--- src/rtl/bound_pkg.sv ---
// ---------------------------------------------------------------------------
// bound_pkg
// Shared definitions for the LED bar bound monitor: monitor phase encodings,
// the last step index, the per-step upper/lower bound tables and the error
// cause codes reported on err_code.
// ---------------------------------------------------------------------------
package bound_pkg;

    typedef enum logic [1:0] {
        PH_STOP = 2'b00,
        PH_IDLE = 2'b01,
        PH_UP   = 2'b10,
        PH_DOWN = 2'b11
    } phase_e;

    localparam logic [2:0] MAX_STEP = 3'd5;

    localparam logic [1:0] ERR_NONE       = 2'b00;
    localparam logic [1:0] ERR_NOT_THERMO = 2'b01;
    localparam logic [1:0] ERR_JUMP       = 2'b10;
    localparam logic [1:0] ERR_BAD_HOLD   = 2'b11;

    // Upper bound per step: 15,15,10,10,5,5 (even steps climb to it).
    function automatic logic [3:0] bound_max(input logic [2:0] s);
        logic [3:0] r;
        case (s)
            3'd0:    r = 4'd15;
            3'd1:    r = 4'd15;
            3'd2:    r = 4'd10;
            3'd3:    r = 4'd10;
            3'd4:    r = 4'd5;
            3'd5:    r = 4'd5;
            default: r = 4'd0;
        endcase
        return r;
    endfunction

    // Lower bound per step: 0,5,5,0,0,0 (odd steps descend to it).
    function automatic logic [3:0] bound_min(input logic [2:0] s);
        logic [3:0] r;
        case (s)
            3'd1:    r = 4'd5;
            3'd2:    r = 4'd5;
            default: r = 4'd0;
        endcase
        return r;
    endfunction

endpackage

--- src/rtl/thermo_decode.sv ---
// ---------------------------------------------------------------------------
// thermo_decode
// Combinational decoder for a 16-LED thermometer bar.
//   led   [15:0] in  : bar pattern, legal values are 2^L-1 for L = 0..15
//   level [3:0]  out : lit-LED count L (0 when the pattern is illegal)
//   valid        out : 1 when led is a legal thermometer code
// An all-ones bar (L = 16) does not fit the 4-bit level and is illegal.
// ---------------------------------------------------------------------------
module thermo_decode (
    input  logic [15:0] led,
    output logic [3:0]  level,
    output logic        valid
);

    always_comb begin
        level = 4'd0;
        valid = 1'b0;
        for (int i = 0; i < 16; i++) begin
            if (led == 16'((32'd1 << i) - 32'd1)) begin
                level = 4'(i);
                valid = 1'b1;
            end
        end
    end

endmodule

--- src/rtl/bound_monitor.sv ---
// ---------------------------------------------------------------------------
// bound_monitor
// Watches an LED bar driver and checks that the bar follows the up/down
// bound profile of a six-step sequence, reporting reversals, completion and
// protocol violations.
//   clk       in  : rising-edge clock shared with the bar driver
//   rst       in  : asynchronous active-high reset
//   LED[15:0] in  : observed bar (thermometer code)
//   flick     in  : flick request seen by the driver
//   level[3:0]out : registered decoded level
//   phase[1:0]out : STOP / IDLE / UP / DOWN
//   step[2:0] out : current step index 0..5
//   seg_done  out : pulse on a bound reversal
//   seq_done  out : pulse when step 5 reaches level 0
//   err       out : pulse on a protocol violation
//   err_code  out : cause of the last error (held)
// ---------------------------------------------------------------------------
module bound_monitor
    import bound_pkg::*;
(
    input  logic        clk,
    input  logic        rst,
    input  logic [15:0] LED,
    input  logic        flick,
    output logic [3:0]  level,
    output logic [1:0]  phase,
    output logic [2:0]  step,
    output logic        seg_done,
    output logic        seq_done,
    output logic        err,
    output logic [1:0]  err_code
);

    function automatic logic [2:0] step_inc(input logic [2:0] s);
        return (s >= MAX_STEP) ? MAX_STEP : s + 3'd1;
    endfunction

    function automatic logic [2:0] step_dec(input logic [2:0] s);
        return (s == 3'd0) ? 3'd0 : s - 3'd1;
    endfunction

    logic [3:0] dec_level;
    logic       dec_valid;

    thermo_decode u_thermo_decode (
        .led   (LED),
        .level (dec_level),
        .valid (dec_valid)
    );

    phase_e     phase_q, phase_d;
    logic [2:0] step_q, step_d;
    logic [3:0] level_q, level_d;   // doubles as the previous level
    logic       seg_done_q, seg_done_d;
    logic       seq_done_q, seq_done_d;
    logic       err_q, err_d;
    logic [1:0] err_code_q, err_code_d;
    logic       rearm_wait_q, rearm_wait_d;

    logic signed [4:0] delta;
    logic              is_up, is_down, is_hold, is_zero;
    logic [1:0]        cause;
    logic [1:0]        fault;

    always_comb begin
        delta   = $signed({1'b0, dec_level}) - $signed({1'b0, level_q});
        is_up   = (delta == 5'sd1);
        is_down = (delta == -5'sd1);
        is_hold = (delta == 5'sd0);
        is_zero = dec_valid && (dec_level == 4'd0);

        // Error classification if the current sample turns out to be illegal.
        if (!dec_valid) begin
            cause = ERR_NOT_THERMO;
        end else if (!(is_up || is_down || is_hold)) begin
            cause = ERR_JUMP;
        end else begin
            cause = ERR_BAD_HOLD;
        end
    end

    always_comb begin
        phase_d      = phase_q;
        step_d       = step_q;
        level_d      = dec_level;   // decoder already yields 0 for illegal bars
        seg_done_d   = 1'b0;
        seq_done_d   = 1'b0;
        err_d        = 1'b0;
        err_code_d   = err_code_q;
        rearm_wait_d = rearm_wait_q;
        fault        = ERR_NONE;

        case (phase_q)
            PH_STOP: begin
                phase_d = PH_IDLE;
            end

            PH_IDLE: begin
                if (rearm_wait_q) begin
                    // After an error everything is ignored until the bar clears.
                    if (is_zero) begin
                        rearm_wait_d = 1'b0;
                    end
                end else if (is_zero) begin
                    phase_d = PH_IDLE;
                end else if (dec_valid && (dec_level == 4'd1) && flick) begin
                    phase_d = PH_UP;
                    step_d  = 3'd0;
                end else begin
                    fault = cause;
                end
            end

            PH_UP: begin
                if (!dec_valid || !is_up) begin
                    fault = cause;
                end else if (dec_level == bound_max(step_q)) begin
                    if (step_q < MAX_STEP) begin
                        seg_done_d = 1'b1;
                        phase_d    = PH_DOWN;
                        step_d     = step_inc(step_q);
                    end else begin
                        seq_done_d = 1'b1;
                        phase_d    = PH_IDLE;
                        step_d     = 3'd0;
                    end
                end else if (dec_level > bound_max(step_q)) begin
                    fault = ERR_BAD_HOLD;
                end
            end

            PH_DOWN: begin
                if (!dec_valid || !(is_up || is_down)) begin
                    fault = cause;
                end else if (is_up) begin
                    // Kickback: a flick at level 0 or 5 sends the bar back up
                    // into the previous step without counting a reversal.
                    if (flick && ((level_q == 4'd0) || (level_q == 4'd5))) begin
                        phase_d = PH_UP;
                        step_d  = step_dec(step_q);
                    end else begin
                        fault = ERR_BAD_HOLD;
                    end
                end else if (dec_level == bound_min(step_q)) begin
                    if (step_q < MAX_STEP) begin
                        seg_done_d = 1'b1;
                        phase_d    = PH_UP;
                        step_d     = step_inc(step_q);
                    end else begin
                        seq_done_d = 1'b1;
                        phase_d    = PH_IDLE;
                        step_d     = 3'd0;
                    end
                end else if (dec_level < bound_min(step_q)) begin
                    fault = ERR_BAD_HOLD;
                end
            end

            default: begin
                phase_d = PH_IDLE;
            end
        endcase

        if (fault != ERR_NONE) begin
            err_d        = 1'b1;
            err_code_d   = fault;
            phase_d      = PH_IDLE;
            step_d       = 3'd0;
            seg_done_d   = 1'b0;
            seq_done_d   = 1'b0;
            rearm_wait_d = !is_zero;
        end
    end

    always_ff @(posedge clk or posedge rst) begin
        if (rst) begin
            phase_q      <= PH_STOP;
            step_q       <= 3'd0;
            level_q      <= 4'd0;
            seg_done_q   <= 1'b0;
            seq_done_q   <= 1'b0;
            err_q        <= 1'b0;
            err_code_q   <= ERR_NONE;
            rearm_wait_q <= 1'b0;
        end else begin
            phase_q      <= phase_d;
            step_q       <= step_d;
            level_q      <= level_d;
            seg_done_q   <= seg_done_d;
            seq_done_q   <= seq_done_d;
            err_q        <= err_d;
            err_code_q   <= err_code_d;
            rearm_wait_q <= rearm_wait_d;
        end
    end

    assign level    = level_q;
    assign phase    = phase_q;
    assign step     = step_q;
    assign seg_done = seg_done_q;
    assign seq_done = seq_done_q;
    assign err      = err_q;
    assign err_code = err_code_q;

endmodule

--- config.mk ---
export PLATFORM = sky130hd
export DESIGN_NAME = bound_monitor
export DESIGN_NICKNAME = d
export VERILOG_FILES = /design/src/rtl/bound_pkg.sv /design/src/rtl/thermo_decode.sv /design/src/rtl/bound_monitor.sv
export SDC_FILE = /design/constraint.sdc
export NUM_CORES = 1
export LEC_CHECK = 0
export ABC_AREA = 1
export BUFFER_PORTS_ARGS = -buffer_cell sky130_fd_sc_hd__buf_2
export CELL_PAD_IN_SITES_DETAIL_PLACEMENT = 1
export CELL_PAD_IN_SITES_GLOBAL_PLACEMENT = 1
export CORE_MARGIN = 4
export CORE_UTILIZATION = 40
export CTS_CLUSTER_DIAMETER = 150
export DETAILED_ROUTE_END_ITERATION = 8
export PLACE_DENSITY = 0.79
export RECOVER_POWER = 50
export REMOVE_ABC_BUFFERS = 1
export SLEW_MARGIN = 20
export SYNTH_ARGS = -nofsm -noshare
export SYNTH_HDL_FRONTEND = slang
export SYNTH_SLANG_ARGS = --single-unit
--- constraint.sdc ---
create_clock -name clk -period 3.2 [get_ports clk]
set_input_delay 0.48 -clock clk [delete_from_list [all_inputs] [get_ports clk]]
set_output_delay 0.48 -clock clk [all_outputs]
set_load 0.02 [all_outputs]
==> summary.md, run 1 <==
| Metric | Value |
|---|---|
| Status | finished with violations |
| Failing checks | setup timing |
| Chip Width | 77.9 µm |
| Die H | 77.9 µm |
| RSZ-0062 raised after global routing | yes |
| Share of layout cells above drive strength 1 | 0.503 |
| Antenna Diode Count | 0 |
| Library cells used by synthesis | 36 |
| Reg clk slew, reported paths | roughly 0.070 ns |
| CP Launch Point | LED[13] |
| Setup ws final | -0.523 ns |
| Tmin final | 3.72 ns |
| Pre-CTS setup slack | -0.518 ns |
| Period utilization | 1.16 |
| Placer congestion estimate | between 0.8 and 0.9 |
| Crit end category | flop |
| Iteration-0 DRC Markers | 234 |
| Design Power | 0.00161 W |
| Peak VDD IR | 0.228 mV |
| IO Pins | 33 |
| RR Endpoint | step[0] |
| Routed Antenna Nets | 0 |
| Sequential fraction of the synthesis area | 0.192 |
| Clock Latency Late Sink | ~0.26 ns |
| Synth warn | 0 |
| GR Util All Layers | 0.287 |
| Antenna violations before repair | 0 |
| Pleak | 1.67 nW |
| Worst R2R Start | step[1] |
| Crit path DAT | ~3.9 ns |
| Top cells by count, synth | nand2_1 (67), nor2_1 (44), inv_1 (42) |
| Syn Inst Count | around 300 |
| Total Wirelength | between 10 and 15 mm |
| Vias in the first global route | ~2700 |
| Row Count | 25 |
| R2r setup slk | 0.01 ns |
| TritonCTS clock tree | yes |
| Top FF cell, synth | dfrtp_1 |
| Total CTS buffers | 3 |
| Die area | about 6100 µm² |
| Routed length per instance | 24.5 µm |
| Ys async rst share | 1.00 |
| Pin count of the biggest net entering global routing | 16 |
| MaxCap Viol Count | 0 |
| Residual DRC | 0 |
| Synth top area share | 0.192 |
| F_max | 0.269 GHz |
| Worst slew margin | 0.400 |
| Hold crit path type | input port to asynchronous set/reset pin |
| Initial core utilization | 0.414 |
| Worst Max-Slew Pin Slew | 0.892 ns |
| Post-CTS Hold Buffers | 0 |
| Area leader, netlist | dfrtp_1 |
| Seq cells post-synth | 15 |
| CTS Root Cell | clkbuf_8 |
| Synthesized area | approximately 2000 µm² |
| Detailed placer's ending HPWL | 5.28 mm |
| Most common cell in the synthesized netlist | nand2_1 |
| Setup CP Type | input port to flop |
| Final Hold Slack | 0.304 ns |
| Number of flops mapped to enable cells by yosys | 0 |
| Setup crit end | step[0] |
| Filler cells | between 500 and 600 |
| Crit path max fanout | 5 |
| CTS Buffer Depth | 2 |
| Drt first pass iters | 5 |
| Reg2Reg Depth | 13 |
| Worst clock skew | 0.00406 ns |
| Pwr/cell area | 499 nW/µm² |
| Drt via density | 5.88 |
| Net count, final | 437 |
| Core box area | 4720 µm² |
| Slew Viols, Final | 0 |
| Setup violators final | 11 |
| Clock tree sinks | 15 |
| Mean Syn Cell Area | 6.48 µm² |
| Largest cells by area after synthesis | dfrtp_1 (19%), nand2_1 (13%), ha_1 (10%) |
| Fin. Hold Viols | 0 |
| Layout area overhead | 64.5% |
| Port Buffers | 32 |
| Crit start category | input port |
| Final TNS setup | -4.84 ns |
| Gr ovfl total | 0 |
| Required time of the critical path | 3.34 ns |
| First-pass GRT wire length | 13.6 mm |
| Vias | 2746 |
| H-Tree Depth | 1 |
-- sequential cells by signal, summed over array words and instances (netlist names) --
register and cells:
step 3, err_code 2, level 4, phase 2, seg_done 1, err 1
seq_done 1, rearm_wait_q 1
-- cells in the final DEF, fill, tap and decap left out, types with 7 or more instances in the layout --
master	count
ha_1	13
nand3_2	7
buf_6	14
inv_1	36
nand2_4	8
buf_2	19
o21ai_0	9
nand2_1	48
dfrtp_1	15
buf_4	60
nor2_1	33
nand3_1	20
nand2_2	21
nor2_4	16
a21oi_1	7
nor2_2	12
-- critical path, stage by stage --
cell,delay [ns]
buf_2,0.12
nor2_4,0.05
nand2_4,0.06
buf_6,0.11
inv_1,0.08
nand2_1,0.10
nor2_1,0.06
nor2_1,0.17
nand4_1,0.20
inv_2,0.14
ha_4,0.15
inv_4,0.04
fa_2,0.40
xnor2_4,0.25
nand2_2,0.10
nor2_4,0.16
nand3b_4,0.15
inv_4,0.12
nand3_4,0.08
nand2_2,0.10
inv_2,0.06
nand2_2,0.07
nand2_4,0.08
nor2_4,0.20
o21ai_2,0.12
nand3_1,0.12
nand2_1,0.07
-- layer usage --
layer  routed length [µm]  track usage  share of wire  vias to the layer above
met5                    0            0              0                        -
met4                  713        0.138          0.062                        0
met3                  514       0.0302          0.045                       60
met2                 5930        0.562           0.52                      158
met1                 4270        0.299           0.37                     1366
li1                     -            -              -                     1162
-- through the flow --
step	util	cell area, µm²	cells
final	0.681	3220	467
after global routing	0.681	3220	467
after detailed placement	0.535	2530	444
after CTS	0.606	2860	456
after global placement	0.535	2530	444
after floorplan	-	1940	299
-- area by class of cell --
class / count / area (µm²) / area share
clock buffer: 3 / 41.3 / 0.0128
clock inverter: 1 / 5.00 / 0.00156
inverter: 45 / 184 / 0.0572
multi-input combinational: 239 / 1770 / 0.551
sequential: 15 / 375 / 0.117
tap: 67 / 83.8 / 0.0260
timing repair buffer: 97 / 757 / 0.235
-- power breakdown --
part | switching (W) | internal [W] | leakage (nW) | total [W]
sequential | 0.0000493 | 0.000227 | 0.195 | 0.000276
combinational | 0.000770 | 0.000395 | 1.45 | 0.00116
clock | 0.0000790 | 0.0000865 | 0.0255 | 0.000166
-- cells by family (layout without fill, tap and decap cells) --
family	Yosys count	in the layout	synth area share
adder cells (fa/ha/maj)	17	17	0.113
buffers and inverters	48	146	0.0985
flip-flops	15	15	0.192
AND/OR/NAND/NOR	189	189	0.491
AO/OA/AOI/OAI	29	29	0.0844
XOR/XNOR	4	4	0.0217
-- how the worst min path moves through the flow --
stage	start	to	slack [ns]	depth (start not counted)
after floorplan	rst	err	0.38	1
after global placement	err_code[1]	err_code[1]	0.46	2
after detailed placement	err_code[1]	err_code[1]	0.46	2
after CTS	rst	seg_done	0.31	2
after global routing	rst	phase[0]	0.35	2
final	rst	phase[0]	0.30	2
-- timing repair --
item / 4_1_cts / 5_1_grt
setup buffers: 8 / 11
resized for setup: 55 / 66
endpoints found under the setup margin: 11 / 11
pin swaps: 33 / 44
endpoints found under the hold margin: 0 / 0
gates cloned: 0 / 0
Note: power is estimated with default switching activity, not from simulation.
==> run 2: changes to the inputs <==
--- a/config.mk
+++ b/config.mk
@@ -19,4 +19,5 @@
 export SLEW_MARGIN = 20
 export SYNTH_ARGS = -nofsm -noshare
 export SYNTH_HDL_FRONTEND = slang
+export SYNTH_HIERARCHICAL = 1
 export SYNTH_SLANG_ARGS = --single-unit
==> summary.md, run 2 <==
| Metric | Value |
|---|---|
| Die area | 5970 µm² (-1.7%) |
| Gr ovfl total | 0 (unchanged) |
| Worst clock skew | 0.0109 ns (+0.00683 ns) |
| Max reg flops | 4 (unchanged) |
| Hold crit path type | input port to asynchronous set/reset pin |
| MaxCap Viol Count | 0 (unchanged) |
| Pin count of the biggest net entering global routing | 16 (unchanged) |
| Crit path max fanout | 3 (-2) |
| Design Power | 0.00134 W (-16%) |
| Setup CP Type | input port to flop |
| Worst-path cell chain | buf_2, nor2_4, nand2_4, nor2_4, nand2_4, nor2_4, nand2_2, nand2_2, nand3_2, nand2_2, nand3_2, inv_2, ha_4, fa_2, nor2_1, nand3_1, nor2_2, nand3_2, a21oi_4, nand2_4, a21oi_4, buf_6, nand2_2, a21oi_2 |
| Reg2Reg Depth | 13 (unchanged) |
| Peak VDD IR | 0.446 mV (+95%) |
| Share of layout cells above drive strength 1 | 0.482 (-0.0205) |
| Tmin final | 3.69 ns (-0.0351 ns) |
| Top FF cell, synth | dfrtp_1 |
| TritonCTS clock tree | yes |
| Reg power frac | 0.197 (+0.025) |
| Synth top area share | 0.195 (+0.00362) |
| Port Buffers | 32 (unchanged) |
| Failing checks | setup timing |
| Sequential fraction of the synthesis area | 0.195 (+0.00362) |
| Placer congestion estimate | 0.813 (-9.3%) |
| CTS Buffer Depth | 2 (unchanged) |
| Layout area overhead | 56.3% |
| Top cells by count, synth | nand2_1 (63), inv_1 (46), nor2_1 (32) |
| Most common cell on crit path | nand2_2 |
| Pleak | 1.57 nW (-6.1%) |
| Ys async rst share | 1.00 (unchanged) |
| Net Sw Power | 0.000702 W (-22%) |
| Net count, final | 426 (-2.5%) |
| Total CTS buffers | 3 (unchanged) |
| F_max | 0.271 GHz (+0.95%) |
| GR Util All Layers | 0.263 (-0.0242) |
| Drt first pass iters | 5 (unchanged) |
| RSZ-0062 raised after global routing | yes |
| Library cells used by synthesis | 37 (+2.8%) |
| Fin. Hold Viols | 0 (unchanged) |
| Power share of the clock group | 0.133 (+0.030) |
| Total Wirelength | 10.3 mm (-9.5%) |
| Initial core utilization | 0.426 (+0.0121) |
| Drt via density | 5.90 (+0.30%) |
| Crit path DAT | 3.88 ns (about the same) |
| Iteration-0 DRC Markers | 235 (+0.43%) |
| Internal | 0.000640 W (-9.7%) |
| Synth warn | 6 (+6) |
| Vias | 2595 (-5.5%) |
| Crit-path slowest cell | fa_2 |
| Crit end category | flop |
| Final TNS setup | -4.53 ns (+0.307 ns) |
| Most common cell in the synthesized netlist | nand2_1 |
| Residual DRC | 0 (unchanged) |
| Worst slew margin | 0.566 (+0.166) |
| CP delay by family, top | simple AND/OR/NAND/NOR gates |
| Clock Latency Late Sink | 0.28 ns (+0.02 ns) |
| Number of flops mapped to enable cells by yosys | 0 (unchanged) |
| Setup ws final | -0.488 ns (+0.0351 ns) |
| Area leader, netlist | dfrtp_1 |
| Vias in the first global route | 2552 (-4.5%) |
| Seq cells post-synth | 15 (unchanged) |
| Instance count on the critical path | 24 (-11%) |
| Slowest stage delay, CP | 0.49 ns (+0.09 ns) |
| Status | finished with violations |
| Required time of the critical path | 3.40 ns (+0.06 ns) |
| Die H | 77.3 µm (-0.84%) |
| Row Count | 24 (-4.0%) |
| Largest cells by area after synthesis | dfrtp_1 (20%), nand2_1 (12%), ha_1 (11%) |
| Core box area | 4500 µm² (-4.6%) |
| Clock tree sinks | 15 (unchanged) |
| Reg clk slew, reported paths | 0.08 ns (about the same) |
| Filler cells | 567 (-2.9%) |
| First-pass GRT wire length | 12.7 mm (-6.6%) |
| Setup violators final | 11 (unchanged) |
| Combinational share of power | 0.670 (-0.055) |
| Routed Antenna Nets | 0 (unchanged) |
| Pwr/cell area | 447 nW/µm² (-10%) |
| Routed length per instance | 23.5 µm (-3.9%) |
| Antenna Diode Count | 0 (unchanged) |
| IO Pins | 33 (unchanged) |
| CTS Root Cell | clkbuf_8 |
| Syn Inst Count | 289 (-4.3%) |
| Most common cell after layout, fill and taps aside | buf_4 |
| Worst Max-Slew Pin Slew | 0.650 ns (-0.242 ns) |
| Mean Syn Cell Area | 6.65 µm² (+2.6%) |
| Slew Viols, Final | 0 (unchanged) |
| Switching Share | 0.523 (-0.0357) |
| Antenna violations before repair | 0 (unchanged) |
| Crit start category | input port |
| Synthesized area | 1920 µm² (-1.9%) |
| Period utilization | 1.15 (-0.0110) |
| Chip Width | 77.3 µm (-0.84%) |
| Worst Path Buf+Inv | 3 (-4) |
| Most frequent cells in the layout | buf_4 (57), nand2_1 (48), inv_1 (39), buf_2 (27), nor2_1 (26) |
| H-Tree Depth | 1 (unchanged) |
| Detailed placer's ending HPWL | 5.05 mm (-4.4%) |
## run 2: changes by cell type after synthesis, moves of 2 or more
cell,delta
nor2_1,-12
inv_1,+4
nor2_2,-9
nand3b_1,+2
nor3_1,+2
o21ai_1,-2
nor2_4,-3
a21oi_4,+3
nand2_1,-4
## run 2: what timing repair did
item,in CTS,in global routing
hold buffers,0,0
buffers inserted,10,16
endpoints found under the setup margin,11,11
gates resized for setup,38,50
pin swaps,24,31
## run 2: metal layers
layer | share of wire | track usage | up-vias
li1 | - | - | 1136
met1 | 0.39 | 0.320 | 1284
met2 | 0.50 | 0.478 | 132
met3 | 0.069 | 0.0340 | 43
met4 | 0.042 | 0.0747 | 0
met5 | 0 | 0 | -
## run 2: cells by family (layout without fill, tap and decap cells)
logic type | Yosys count | count (layout) | synth area share
buf+inv | 52 | 151 | 0.102
flops | 15 | 15 | 0.195
simple gates | 169 | 169 | 0.455
compound gates | 34 | 34 | 0.121
fa+ha+maj | 18 | 18 | 0.121
xor+xnor | 1 | 1 | 0.00456
## run 2: power groups by stage
| stage | clock, W | combinational, W | sequential, W |
|---|---|---|---|
| floorplan | 0 | 0.000378 | 0.000277 |
| global placement | 0 | 0.000558 | 0.000257 |
| detailed placement | 0 | 0.000577 | 0.000257 |
| CTS | 0.000173 | 0.000630 | 0.000253 |
| global route | 0.000188 | 0.000962 | 0.000268 |
| finish | 0.000178 | 0.000900 | 0.000264 |
## run 2: worst reg2reg max path: cells and delay by family (launching register included)
kind / cells / cell delay, ns
AOI/OAI and AO/OA: 4 / 0.92
buffers and inverters: 3 / 0.40
and+or+nand+nor: 4 / 0.48
adders and majority gates: 2 / 0.56
DFF: 1 / 0.59
## run 2: path summary, 6_finish.rpt
kind / from / end / slack (ns)
worst max-delay path: LED[13] / rearm_wait_q / -0.49
worst min-delay path: rst / rearm_wait_q / 0.29
worst max register to register: step[1] / err_code[1] / 0.16
worst min register to register: err_code[1] / err_code[1] / 0.55
max in group asynchronous: rst / level[1] / 2.48
min in group clk: err_code[1] / err_code[1] / 0.55
## run 2: cell type report
cell class / count / area, µm² / area share
Clock inverter: 1 / 7.51 / 0.00250
Clock buffer: 3 / 41.3 / 0.0138
Inverter: 50 / 195 / 0.0650
Sequential cell: 15 / 375 / 0.125
Timing Repair Buffer: 97 / 706 / 0.235
Tap cell: 52 / 65.1 / 0.0217
Multi-Input combinational cell: 222 / 1610 / 0.537
## run 2: stage by stage
stage	std cells	utilization	worst slack (ns)	hold slack (ns)	area, µm²
floorplan	287	-	-0.0672	0.381	1910
global placement	412	0.543	-0.337	0.469	2450
detailed placement	412	0.543	-0.531	0.469	2450
CTS	426	0.600	0.00668	0.301	2700
global route	440	0.666	-0.572	0.309	3000
finish	440	0.666	-0.488	0.286	3000
==> run 3: changes to the inputs <==
--- a/config.mk
+++ b/config.mk
@@ -21,3 +21,4 @@
 export SYNTH_HDL_FRONTEND = slang
 export SYNTH_HIERARCHICAL = 1
 export SYNTH_SLANG_ARGS = --single-unit
+export TNS_END_PERCENT = 1
==> summary.md, run 3 (synthesized netlist as in run 2, its figures left out) <==
| Metric | Value |
|---|---|
| Status | finished with violations |
| Failing checks | setup timing |
| Antenna Diode Count | 0 (unchanged) |
| Crit path DAT | 3.71 ns (-0.17 ns) |
| GR Util All Layers | 0.215 (-0.0477) |
| MaxCap Viol Count | 0 (unchanged) |
| Initial core utilization | 0.426 (unchanged) |
| Final TNS setup | -2.53 ns (+2.00 ns) |
| Worst Path Buf+Inv | 6 (+3) |
| Core box area | 4500 µm² (unchanged) |
| CTS Root Cell | clkbuf_8 |
| Routed length per instance | 20.0 µm (-15%) |
| H-Tree Depth | 1 (unchanged) |
| Layout area overhead | 48.3% |
| Placed Cells incl. Taps | 412 (unchanged) |
| IO Pins | 33 (unchanged) |
| Crit-path slowest cell | fa_2 |
| CP delay by family, top | simple AND/OR/NAND/NOR gates |
| Antenna violations before repair | 0 (unchanged) |
| Worst-path cell chain | buf_2, buf_4, nand4_1, inv_1, nand2_1, nor3b_2, nand2_1, nand3_2, inv_2, ha_4, fa_2, nand2_2, a21oi_4, inv_2, nor2_8, nand3b_1, a21oi_2, nand2_4, buf_6, nor3_4, nor2_1 |
| Slew Viols, Final | 0 (unchanged) |
| Period utilization | 1.11 (-0.0399) |
| Worst Max-Slew Pin Slew | 0.661 ns (+0.0114 ns) |
| Drt via density | 5.64 (-4.3%) |
| Non-Filler Instances | 428 (-2.7%) |
| Pleak | 1.49 nW (-4.7%) |
| Row Count | 24 (unchanged) |
| First-pass GRT wire length | 10.7 mm (-16%) |
| Most common cell after layout, fill and taps aside | nand2_1 |
| Setup CP Type | input port to flop |
| Vias in the first global route | 2342 (-8.2%) |
| Most frequent cells in the layout | nand2_1 (52), buf_4 (50), inv_1 (40), buf_2 (27) |
| Peak VDD IR | 0.508 mV (+14%) |
| Post-CTS Hold Buffers | 0 (unchanged) |
| Crit end category | flop |
| Clock tree sinks | 15 (unchanged) |
| TritonCTS clock tree | yes |
| Tmin final | 3.56 ns (-0.128 ns) |
| Drt first pass iters | 4 (-1) |
| CTS Buffer Depth | 2 (unchanged) |
| Hold crit path type | input port to asynchronous set/reset pin |
| Required time of the critical path | 3.35 ns (-0.05 ns) |
| Reg clk slew, reported paths | 0.07 ns (about the same) |
| Pin count of the biggest net entering global routing | 16 (unchanged) |
| Vias | 2416 (-6.9%) |
| Fin. Hold Viols | 0 (unchanged) |
| Crit path max fanout | 4 (+1) |
| Net count, final | 414 (-2.8%) |
| Detailed placer's ending HPWL | 5.05 mm (unchanged) |
| Residual DRC | 0 (unchanged) |
| Finished Core Util | 0.632 (-0.0342) |
| Pwr/cell area | 431 nW/µm² (-3.7%) |
| RSZ-0062 raised after global routing | yes |
| Max reg flops | 4 (unchanged) |
| Worst clock skew | 0.00320 ns (-0.00769 ns) |
| Slowest stage delay, CP | 0.57 ns (+0.08 ns) |
| Worst slew margin | 0.559 (-0.00759) |
| Chip Width | 77.3 µm (unchanged) |
| Gr ovfl total | 0 (unchanged) |
| Total Wirelength | 8.58 mm (-17%) |
| Die H | 77.3 µm (unchanged) |
| Port Buffers | 32 (unchanged) |
| Setup violators final | 11 (unchanged) |
| Crit start category | input port |
| Clock Latency Late Sink | 0.26 ns (-0.02 ns) |
| F_max | 0.281 GHz (+3.6%) |
| Routed Antenna Nets | 0 (unchanged) |
| Die area | 5970 µm² (unchanged) |
| Placer congestion estimate | 0.813 (unchanged) |
| Final Hold Slack | 0.301 ns (+0.0151 ns) |
| Share of layout cells above drive strength 1 | 0.452 (-0.0298) |
| Total CTS buffers | 3 (unchanged) |
| Setup ws final | -0.360 ns (+0.128 ns) |
| Iteration-0 DRC Markers | 154 (-34%) |
==> run 3: worst paths after layout <==
kind | cells past startpoint | startpoint | end | slack [ns]
worst max-delay path | 21 | LED[11] | phase[0] | -0.36
worst min-delay path | 2 | rst | err_code[0] | 0.30
worst max register to register | 13 | step[1] | err_code[1] | 0.38
worst min register to register | 1 | err_code[1] | err_code[1] | 0.48
max in group asynchronous | 2 | rst | level[0] | 2.47
min in group clk | 1 | err_code[1] | err_code[1] | 0.48
==> run 3: layout make-up <==
class / instances / area [µm²]
Fill cell: 593 / 1660
Multi-Input combinational cell: 222 / 1570
Timing Repair Buffer: 85 / 593
Sequential cell: 15 / 375
Inverter: 50 / 195
Tap cell: 52 / 65.1
Clock buffer: 3 / 41.3
Clock inverter: 1 / 7.51
==> run 3: timing repair <==
action,in CTS,in global routing
setup endpoints to repair,11,11
resized for setup,24,48
endpoints found under the hold margin,0,0
pin swaps,9,26
buffers inserted,3,9
==> run 3: stage by stage <==
step	total power, W	setup WS, ns	cell area, µm²
5_1_grt	0.00130	-0.468	2850
4_1_cts	0.00105	-0.0272	2600
2_1_floorplan	0.000655	-0.0672	1910
6_report	0.00123	-0.360	2850
3_5_place_dp	0.000834	-0.531	2450
3_3_place_gp	0.000815	-0.337	2450
==> run 3: metal layers <==
layer | up-vias | part of all wire | GRT usage
met1 | 1205 | 0.42 | 0.280
li1 | 1109 | - | -
met2 | 76 | 0.50 | 0.380
met5 | - | 0 | 0
met3 | 26 | 0.043 | 0.0222
met4 | 0 | 0.034 | 0.0480
==> run 3: where the power goes <==
part	total [W]	switching (W)	leakage [nW]	internal, W
Combinational	0.000797	0.000511	1.28	0.000286
Clock	0.000169	0.0000808	0.0217	0.0000879
Sequential	0.000261	0.0000461	0.192	0.000215
Total	0.00123	0.000638	1.49	0.000589
